### src/rtl/sata_cmd_issuer.sv
// sata_cmd_issuer
//   Command-layer engine downstream of the SATA HBA. It takes one ATA command
//   from the user and sends it as a 5-dword Register H2D FIS (type 0x27).
//   A failed transmit is retried up to TX_RETRY extra times. It then waits
//   for the device's Register D2H FIS (0x34) and reports status/error.
//   Payload of any Data FIS (0x46) seen while busy goes to the rdata stream.
//   Only non-data and DMA-in commands are supported.
//
// Optional feature: define SATA_CMD_TIMEOUT_EN to bound the wait for the D2H
//   FIS to TIMEOUT_CYCLES clk cycles (resp_code 3 = TIMEOUT). Without it the
//   engine waits until the D2H FIS arrives or the link drops.
//
// Ports
//   clk, rst              : user clock; synchronous active-high reset
//   link_initialized      : link up indication from the HBA
//   cmd_valid/cmd_ready   : command handshake; cmd_code/features/lba/count/device
//   xfis_tvalid/tlast/tdata, xfis_tready : TX FIS stream to the HBA
//   xfis_done/xfis_err    : per-FIS transmit outcome from the HBA
//   rfis_tvalid/tlast/tdata, rfis_err    : RX FIS stream from the HBA
//   rdata_tvalid/tlast/tdata             : Data FIS payload, no backpressure
//   resp_valid/code/status/error/crcerr  : completion report (code 0 OK,
//                                          1 DEVERR, 2 TXFAIL, 3 TIMEOUT)
//   busy                  : engine not idle
//   state_dbg             : current FSM state, for debug and checkers
//
// Handshake rule: a transfer happens on a rising clk edge where valid and
// ready are both high. Once valid is raised, it and its data hold until that
// edge. The exception is link loss, which aborts the FIS and drops
// xfis_tvalid at once. rdata_* and rfis_* carry no ready.

module sata_cmd_issuer #(
    parameter int          TX_RETRY       = 3,
    parameter logic [31:0] TIMEOUT_CYCLES = 32'd150000000
) (
    input  logic        clk,
    input  logic        rst,
    input  logic        link_initialized,
    input  logic        cmd_valid,
    output logic        cmd_ready,
    input  logic [7:0]  cmd_code,
    input  logic [15:0] cmd_features,
    input  logic [47:0] cmd_lba,
    input  logic [15:0] cmd_count,
    input  logic [7:0]  cmd_device,
    output logic        xfis_tvalid,
    output logic        xfis_tlast,
    output logic [31:0] xfis_tdata,
    input  logic        xfis_tready,
    input  logic        xfis_done,
    input  logic        xfis_err,
    input  logic        rfis_tvalid,
    input  logic        rfis_tlast,
    input  logic [31:0] rfis_tdata,
    input  logic        rfis_err,
    output logic        rdata_tvalid,
    output logic        rdata_tlast,
    output logic [31:0] rdata_tdata,
    output logic        resp_valid,
    output logic [1:0]  resp_code,
    output logic [7:0]  resp_status,
    output logic [7:0]  resp_error,
    output logic        resp_crcerr,
    output logic        busy,
    output logic [2:0]  state_dbg
);

    typedef enum logic [2:0] {
        S_IDLE      = 3'd0,
        S_LOAD      = 3'd1,
        S_WAIT_DONE = 3'd2,
        S_WAIT_RSP  = 3'd3,
        S_RESP      = 3'd4
    } state_t;

    localparam logic [1:0] RC_OK      = 2'd0;
    localparam logic [1:0] RC_DEVERR  = 2'd1;
    localparam logic [1:0] RC_TXFAIL  = 2'd2;
    localparam logic [1:0] RC_TIMEOUT = 2'd3;
    localparam logic [7:0] RETRY_MAX  = 8'(TX_RETRY);

    state_t      state, state_next;
    logic [7:0]  code_q, device_q;
    logic [15:0] features_q, count_q;
    logic [47:0] lba_q;
    logic [2:0]  idx;
    logic [7:0]  retry_cnt;
    logic        crcerr;
    logic        hdr_next;   // next rfis beat is an FIS header
    logic        data_fis;   // the FIS in flight is a Data FIS
    logic [1:0]  rc_next;
    logic        accept, beat, is_hdr, is_d2h, d2h_take, fwd, retry, timeout_hit;

`ifdef SATA_CMD_TIMEOUT_EN
    logic [31:0] to_cnt;
    assign timeout_hit = (state == S_WAIT_RSP) && (to_cnt == TIMEOUT_CYCLES - 32'd1);
`else
    assign timeout_hit = 1'b0;
`endif

    assign cmd_ready   = (state == S_IDLE) & link_initialized;
    assign accept      = cmd_valid & cmd_ready;
    assign xfis_tvalid = (state == S_LOAD) & link_initialized;
    assign beat        = xfis_tvalid & xfis_tready;
    assign xfis_tlast  = xfis_tvalid & (idx == 3'd4);
    assign is_hdr      = rfis_tvalid & hdr_next;
    assign is_d2h      = is_hdr & (rfis_tdata[7:0] == 8'h34);
    assign d2h_take    = (state == S_WAIT_RSP) & link_initialized & is_d2h;
    assign fwd         = rfis_tvalid & ~hdr_next & data_fis & (state != S_IDLE);
    assign busy        = (state != S_IDLE);
    assign state_dbg   = state;

    always_comb begin
        xfis_tdata = 32'h0;
        if (state == S_LOAD) begin
            case (idx)
                3'd0:    xfis_tdata = {features_q[7:0], code_q, 8'h80, 8'h27};
                3'd1:    xfis_tdata = {device_q, lba_q[23:0]};
                3'd2:    xfis_tdata = {features_q[15:8], lba_q[47:24]};
                3'd3:    xfis_tdata = {16'h0, count_q};
                default: xfis_tdata = 32'h0;
            endcase
        end
    end

    always_comb begin
        state_next = state;
        rc_next    = RC_OK;
        retry      = 1'b0;
        case (state)
            S_IDLE: if (accept) state_next = S_LOAD;
            S_LOAD: begin
                if (!link_initialized) begin
                    state_next = S_RESP;
                    rc_next    = RC_TXFAIL;
                end else if (beat && idx == 3'd4) begin
                    state_next = S_WAIT_DONE;
                end
            end
            S_WAIT_DONE: begin
                // Link loss outranks a same-cycle xfis_done.
                if (!link_initialized) begin
                    state_next = S_RESP;
                    rc_next    = RC_TXFAIL;
                end else if (xfis_done) begin
                    if (!xfis_err) begin
                        state_next = S_WAIT_RSP;
                    end else if (retry_cnt < RETRY_MAX) begin
                        retry      = 1'b1;
                        state_next = S_LOAD;
                    end else begin
                        state_next = S_RESP;
                        rc_next    = RC_TXFAIL;
                    end
                end
            end
            S_WAIT_RSP: begin
                // A D2H header wins over a timeout expiring in the same cycle.
                if (!link_initialized) begin
                    state_next = S_RESP;
                    rc_next    = RC_TXFAIL;
                end else if (is_d2h) begin
                    state_next = S_RESP;
                    rc_next    = rfis_tdata[16] ? RC_DEVERR : RC_OK;
                end else if (timeout_hit) begin
                    state_next = S_RESP;
                    rc_next    = RC_TIMEOUT;
                end
            end
            S_RESP:  state_next = S_IDLE;
            default: state_next = S_IDLE;
        endcase
    end

    always_ff @(posedge clk) begin
        if (rst) begin
            state        <= S_IDLE;
            code_q       <= 8'h0;
            device_q     <= 8'h0;
            features_q   <= 16'h0;
            count_q      <= 16'h0;
            lba_q        <= 48'h0;
            idx          <= 3'd0;
            retry_cnt    <= 8'd0;
            crcerr       <= 1'b0;
            hdr_next     <= 1'b1;
            data_fis     <= 1'b0;
            rdata_tvalid <= 1'b0;
            rdata_tlast  <= 1'b0;
            rdata_tdata  <= 32'h0;
            resp_valid   <= 1'b0;
            resp_code    <= RC_OK;
            resp_status  <= 8'h0;
            resp_error   <= 8'h0;
            resp_crcerr  <= 1'b0;
        end else begin
            state <= state_next;

            if (accept) begin
                code_q     <= cmd_code;
                device_q   <= cmd_device;
                features_q <= cmd_features;
                count_q    <= cmd_count;
                lba_q      <= cmd_lba;
                retry_cnt  <= 8'd0;
            end else if (retry) begin
                retry_cnt <= retry_cnt + 8'd1;
            end

            // Index restarts on every (re)entry to LOAD.
            if (state != S_LOAD)  idx <= 3'd0;
            else if (beat)        idx <= (idx == 3'd4) ? 3'd0 : idx + 3'd1;

            if (accept)                          crcerr <= 1'b0;
            else if (rfis_err && state != S_IDLE) crcerr <= 1'b1;

            // Header tracking runs in every state so IDLE traffic keeps it aligned.
            if (rfis_tvalid) hdr_next <= rfis_tlast;
            if (is_hdr)      data_fis <= (rfis_tdata[7:0] == 8'h46);

            rdata_tvalid <= fwd;
            rdata_tlast  <= fwd & rfis_tlast;
            if (fwd) rdata_tdata <= rfis_tdata;

            resp_valid <= (state_next == S_RESP);
            if (state_next == S_RESP) begin
                resp_code   <= rc_next;
                resp_crcerr <= crcerr | rfis_err;
                resp_status <= d2h_take ? rfis_tdata[23:16] : 8'h0;
                resp_error  <= d2h_take ? rfis_tdata[31:24] : 8'h0;
            end
        end
    end

`ifdef SATA_CMD_TIMEOUT_EN
    // Zero outside WAIT_RSP, so it starts from 0 on every entry.
    always_ff @(posedge clk) begin
        if (rst)                       to_cnt <= 32'd0;
        else if (state == S_WAIT_RSP)  to_cnt <= to_cnt + 32'd1;
        else                           to_cnt <= 32'd0;
    end
`endif

endmodule

### config.mk
export PLATFORM = sky130hd
export DESIGN_NAME = sata_cmd_issuer
export DESIGN_NICKNAME = d
export VERILOG_FILES = /design/src/rtl/sata_cmd_issuer.sv
export SDC_FILE = /design/constraint.sdc
export NUM_CORES = 1
export LEC_CHECK = 0
export CORE_UTILIZATION = 40
export CTS_BUF_LIST = sky130_fd_sc_hd__clkbuf_8
export DETAILED_ROUTE_END_ITERATION = 10
export GPL_TIMING_DRIVEN = 0
export PLACE_DENSITY = 0.69
export SYNTH_ARGS = -nofsm -noshare
export SYNTH_HDL_FRONTEND = slang
export SYNTH_SLANG_ARGS = --single-unit
### constraint.sdc
create_clock -name clk -period 2.3 [get_ports clk]
set_input_delay 0.575 -clock clk [delete_from_list [all_inputs] [get_ports clk]]
set_output_delay 0.575 -clock clk [all_outputs]
set_load 0.02 [all_outputs]
==> Yosys cells after proc, flatten, opt, wreduce, memory -nomap -nowiden <==
Index checks and enable logic that the tools add are counted.
{ "op_classes": {"eq_ne": 11, "reduce_logical": 7, "add_sub_neg": 2, "mux": 29, "n_bitwise": 15, "order_cmp": 1} }
{ "op_table": {"columns": ["operator", "n"], "rows": [
  ["one-hot mux 32 bit (4 select lines)", 1],
  ["two-way mux 32 bit", 1],
  ["two-way mux 3 bit", 10],
  ["two-way mux 8 bit", 2],
  ["AND 1 bit", 13],
  ["equality test 3 x 2 -> 1 bit, second input constant", 4],
  ["two-way mux 2 bit", 6],
  ["one-hot mux 3 bit (4 select lines)", 1],
  ["adder 8 x 1 -> 8 bit, second input constant", 1],
  ["equality test 8 x 6 -> 1 bit, second input constant", 1],
  ["equality test 8 x 7 -> 1 bit, second input constant", 1],
  ["< comparator 8 x 2 -> 1 bit, second input constant", 1],
  ["two-way mux 1 bit", 7],
  ["equality test 3 x 1 -> 1 bit, second input constant", 2],
  ["equality test 3 bit, second input constant", 2],
  ["logical NOT 3 bit", 2],
  ["one-hot mux 2 bit (3 select lines)", 1],
  ["OR reduction 2 bit", 2],
  ["adder 3 x 1 -> 3 bit, second input constant", 1],
  ["inequality test 3 x 1 -> 1 bit, second input constant", 1],
  ["nonzero test 3 bit", 1],
  ["logical AND 1 bit", 2],
  ["NOT 1 bit", 1],
  ["OR 1 bit", 1]
]} }
{ "totals": {"out_inout_bits": 93, "word_cells": 84, "regBits": 167, "input_bits": 138} }

==> Logic depth before layout (Yosys ltp) <==
{ "depth": {"depth_word": 8, "ltp_mapped": 7, "ltp_nobuf": 5} }

==> Least setup slack after synthesis <==
Ideal clock, no wire load.
{ "synth_path": {"kind": "register -> output", "startpoint": "register idx[0]", "endpoint": "output port xfis_tdata[18]", "arrival_time_ns": 1.689, "stages_incl_launch_ff": 7, "path_buffers": 1, "setup_slack_ns": 0.036, "cell_sequence": "dfxtp_1 > inv_1 > ha_1 > nor2b_1 > clkbuf_1 > a22oi_1 > a21oi_1"} }
{ "synth_between": {"elab_chain_len": 3, "elab_cells_between_ends": 6, "classes_between": "3 x eq/ne; 2 x mux; 1 x reduce/logical"} }
{ "synth_rtl": {"columns": ["element", "line", "rtl"], "rows": [
  ["start, declared", "85", "logic [2:0] idx;"],
  ["start signal, assigned", "211", "else if (beat) idx <= (idx == 3'd4) ? 3'd0 : idx + 3'd1;"],
  ["equality test 3 x 2 -> 1 bit (tied with other cells)", "115", "case (idx)"],
  ["one-hot mux 32 bit (4 select lines) (*)", "115", null],
  ["two-way mux 32 bit (*)", "114", "if (state == S_LOAD) begin"],
  ["end, declared", "47", "output logic [31:0] xfis_tdata,"]
]} }
Every way passes the cells marked *; elsewhere a longest branch is shown, timed or not.

==> Worst setup path after layout <==
{ "layout_path": {"startpoint": "register idx[1]", "endpoint": "output port xfis_tdata[13]"} }
The elaborated chain is that of the path after synthesis.

==> flow_summary.yaml <==
floorplan:
  rows: 46
  start_util: 0.411
  fp.dieH_um: 130
  die_w_um: 130
  design.core.area_um2: 16000
  fp.dieArea_um2: 17000
  num_io_pins: 231
timing:
  slew_violations: 0
  hold_viol: 0
  relSlewSlack: 0.546
  worstMarginPinSlew_ns: 0.681
  setup_violations: 32
  setup_ws_ns: -0.504
  min_period_ns: 2.80
  fmax_mhz: 357
  clock_skew_ns: 0.0122
  rsz0062_at_grt: "true"
  finalCritPeriodShare: 1.22
placement:
  port_buffers: 228
  dp_slack_ns: -0.817
  gp_congestion: 0.828
  dpl.hpwl_um: 15700
yosys:
  ys_async_sr_fraction: 0
  yosys-top-cells-area: "dfxtp_1, nand2_1, a21oi_1, clkbuf_1, a22oi_1"
  syn_nets: 954
  yosys.area.top_type_share: 0.508
  synth_cells: 810
  synth_edf_count: 0
  ys_types: 43
  yosysWarnings: 0
  syn_area_um2: 6580
  synth_top_flop_cell: "dfxtp_1"
  yosysTopAreaCell: "dfxtp_1"
  synth_seq_cells: 167
  avgSynthCellArea_um2: 8.13
  yosysSeqAreaShare: 0.508
clock_network:
  insertion_delay_ns: 0.46
  cts-buffers-inserted: 17
  cts_htree_levels: 4
  cts.reportedPaths.clkPinSlew_ns: 0.09
  clockRootBuffer: "clkbuf_8"
  cts_hold_buf: 0
  cts_tree: "yes"
  clockBufferDepth: 2
  clock_sinks: 167
pwr:
  leakage_nw: 3.68
  peakVddDrop_uv: 350
  power_density_nw_per_um2: 605
route:
  num_vias: 6728
  avgRoutedWirePerCell_um: 16.8
  postRouteAntennaNets: 0
  first_pass_iters: 6
  drt_iter0_drc: 608
  totalWireLength_um: 21800
  drc: 0
  viasPerCell: 5.17
worst_setup_path:
  cp_slowest_stage_delay_ns: 0.52
  arrival_ns: 2.23
  cp_max_fo: 10
  r2r-end: "lba_q[35]"
  worstReg2RegStart: "state_dbg[2]"
  r2r_slack_ns: 0.24
  cp_cell_sequence: "buf_4, ha_4, ha_4, buf_4, a222oi_1, nor2_4, buf_6"
  reg2reg_depth: 7
  crit_path_start_kind: "register"
  slowest_stage: "a222oi_1"
  endpoint_kind: "primary output"
  path_class: "register to primary output"
  cp.required_ns: 1.73
global_route:
  grt_pass1_wl_um: 32500
  first_global_vias: 6130
  antenna_found_initial: 0
  grt.overflow.total: 0
  grt_usage: 0.254
  grt_start_max_net_pins: 17
flow_run:
  cap_violations: 0
layout:
  nFillCells: 1386
  area.growth.synth_to_final_pct: 56.2
  fin_util: 0.643
  num-nets-final: 1216
  drive_gt1_frac: 0.172
worst_hold_path:
  min_path_cells: 2
  worstHoldEndpoint: "rdata_tdata[20]"
  min_path_type: "register to register"
  hp-start: "rdata_tdata[20]"
run_status:
  violations: "negative setup slack"
  status: "finished with violations"
## state kept, by name (all words and copies together) (netlist names), 2 cells and up
| signal | flops |
|---|---|
| lba_q | 48 |
| rdata_tdata | 32 |
| count_q | 16 |
| features_q | 16 |
| code_q | 8 |
| device_q | 8 |
| resp_error | 8 |
| resp_status | 8 |
| retry_cnt | 8 |
| idx | 3 |
| state_dbg | 3 |
| resp_code | 2 |
## cell type report
type / instances / area (µm²) / area share
multi-input combinational: 574 / 3300 / 0.321
timing repair buffer: 246 / 2510 / 0.244
inverter: 5 / 21.3 / 0.00207
tap: 216 / 270 / 0.0263
buffer: 61 / 343 / 0.0333
sequential: 167 / 3350 / 0.326
clock inverter: 11 / 194 / 0.0189
clock buffer: 21 / 289 / 0.0281
antenna: 1 / 2.50 / 0.000243
## routing by layer
metal / vias up / global-route usage / share of wire
met5: - / 0 / 0
met2: 243 / 0.415 / 0.47
met4: 0 / 0.0958 / 0.020
met1: 3173 / 0.338 / 0.45
met3: 37 / 0.0377 / 0.062
li1: 3275 / - / -
## worst max-delay path by stage
| stage | cells past startpoint | startpoint | end |
|---|---|---|---|
| floorplan | 6 | idx[0] | xfis_tdata[18] |
| global placement | 8 | idx[2] | xfis_tdata[25] |
| detailed placement | 8 | idx[2] | xfis_tdata[3] |
| CTS | 9 | idx[0] | xfis_tdata[11] |
| global route | 7 | idx[0] | xfis_tdata[13] |
| finish | 7 | idx[1] | xfis_tdata[13] |
## power breakdown
part           switching [W]  internal [W]  leakage, nW  total, W
combinational       0.000333      0.000365         2.09  0.000698
clock                0.00109       0.00141        0.236   0.00250
sequential         0.0000553       0.00297         1.36   0.00303
total                0.00148       0.00475         3.68   0.00622
## per-stage QoR
step                      cells  cell area [µm²]  total power [W]  TNS [ns]  hold slack [ns]
final                      1302            10300          0.00622    -13.59            0.454
after global routing       1301            10300          0.00641    -15.45            0.474
after CTS                  1295             9820          0.00621    -15.72            0.458
after detailed placement   1254             9140          0.00372    -32.54            0.446
after global placement     1254             9140          0.00372    -29.68            0.441
after floorplan             810             6580          0.00334         0            0.436
## Yosys cell counts, types with 3 or more instances
cell type,instances
clkbuf_1,40
nor3_1,6
nand2_1,288
ha_1,6
buf_2,21
a211o_1,3
nor2b_1,4
nor3b_1,3
and2_1,3
a21oi_1,156
nand3_1,5
dfxtp_1,167
a22o_1,10
a222oi_1,11
a22o_2,7
and3_1,8
inv_1,5
a22oi_1,16
nor2_1,16
nand4_1,4
a221oi_1,5
## cell usage in the layout (no fill, tap or decap), types with 3 or more instances in the layout
cell type and instances:
nor2_2 9, nor3_1 6, a22o_1 10, and3_1 8, and2_1 3, nand4_1 4
clkinvlp_4 3, a21oi_2 5, buf_2 18, buf_4 19, clkbuf_1 28, clkbuf_8 22
dfxtp_2 3, nand3_1 5, nand2_1 288, ha_4 4, a22oi_1 15, clkdlybuf4s50_1 192
a22o_2 7, bufinv_16 5, nor2b_4 3, dfxtp_1 162, a21oi_1 135, clkbuf_4 4
a211o_1 3, a221oi_2 3, buf_6 34, inv_1 4, a21oi_4 16, nor2_1 5
a222oi_1 11
## logic make-up (layout without fill, tap and decap cells)
| logic type | count (synthesis) | after routing | synth area share |
|---|---|---|---|
| compound gates | 215 | 215 | 0.200 |
| xor+xnor | 1 | 1 | 0.00133 |
| fa+ha+maj | 6 | 6 | 0.0114 |
| buf+inv | 69 | 344 | 0.0456 |
| flops | 167 | 167 | 0.508 |
| mux | 1 | 1 | 0.00152 |
| other cells | 0 | 1 | 0 |
| simple gates | 351 | 351 | 0.233 |
## timing repair
action                     CTS  global route
setup endpoints to repair   36            33
pin swaps                    5             5
buffers inserted             9             6
resized for setup          221           100
gates cloned                 1             2
## critical path, delay by kind of cell (launching register included)
family	cells	cell delay [ns]
DFF	1	0.37
AOI/OAI and AO/OA	1	0.52
and+or+nand+nor	1	0.06
buffers and inverters	3	0.47
adders and majority gates	2	0.34
Power figures use the tool's default switching activity.
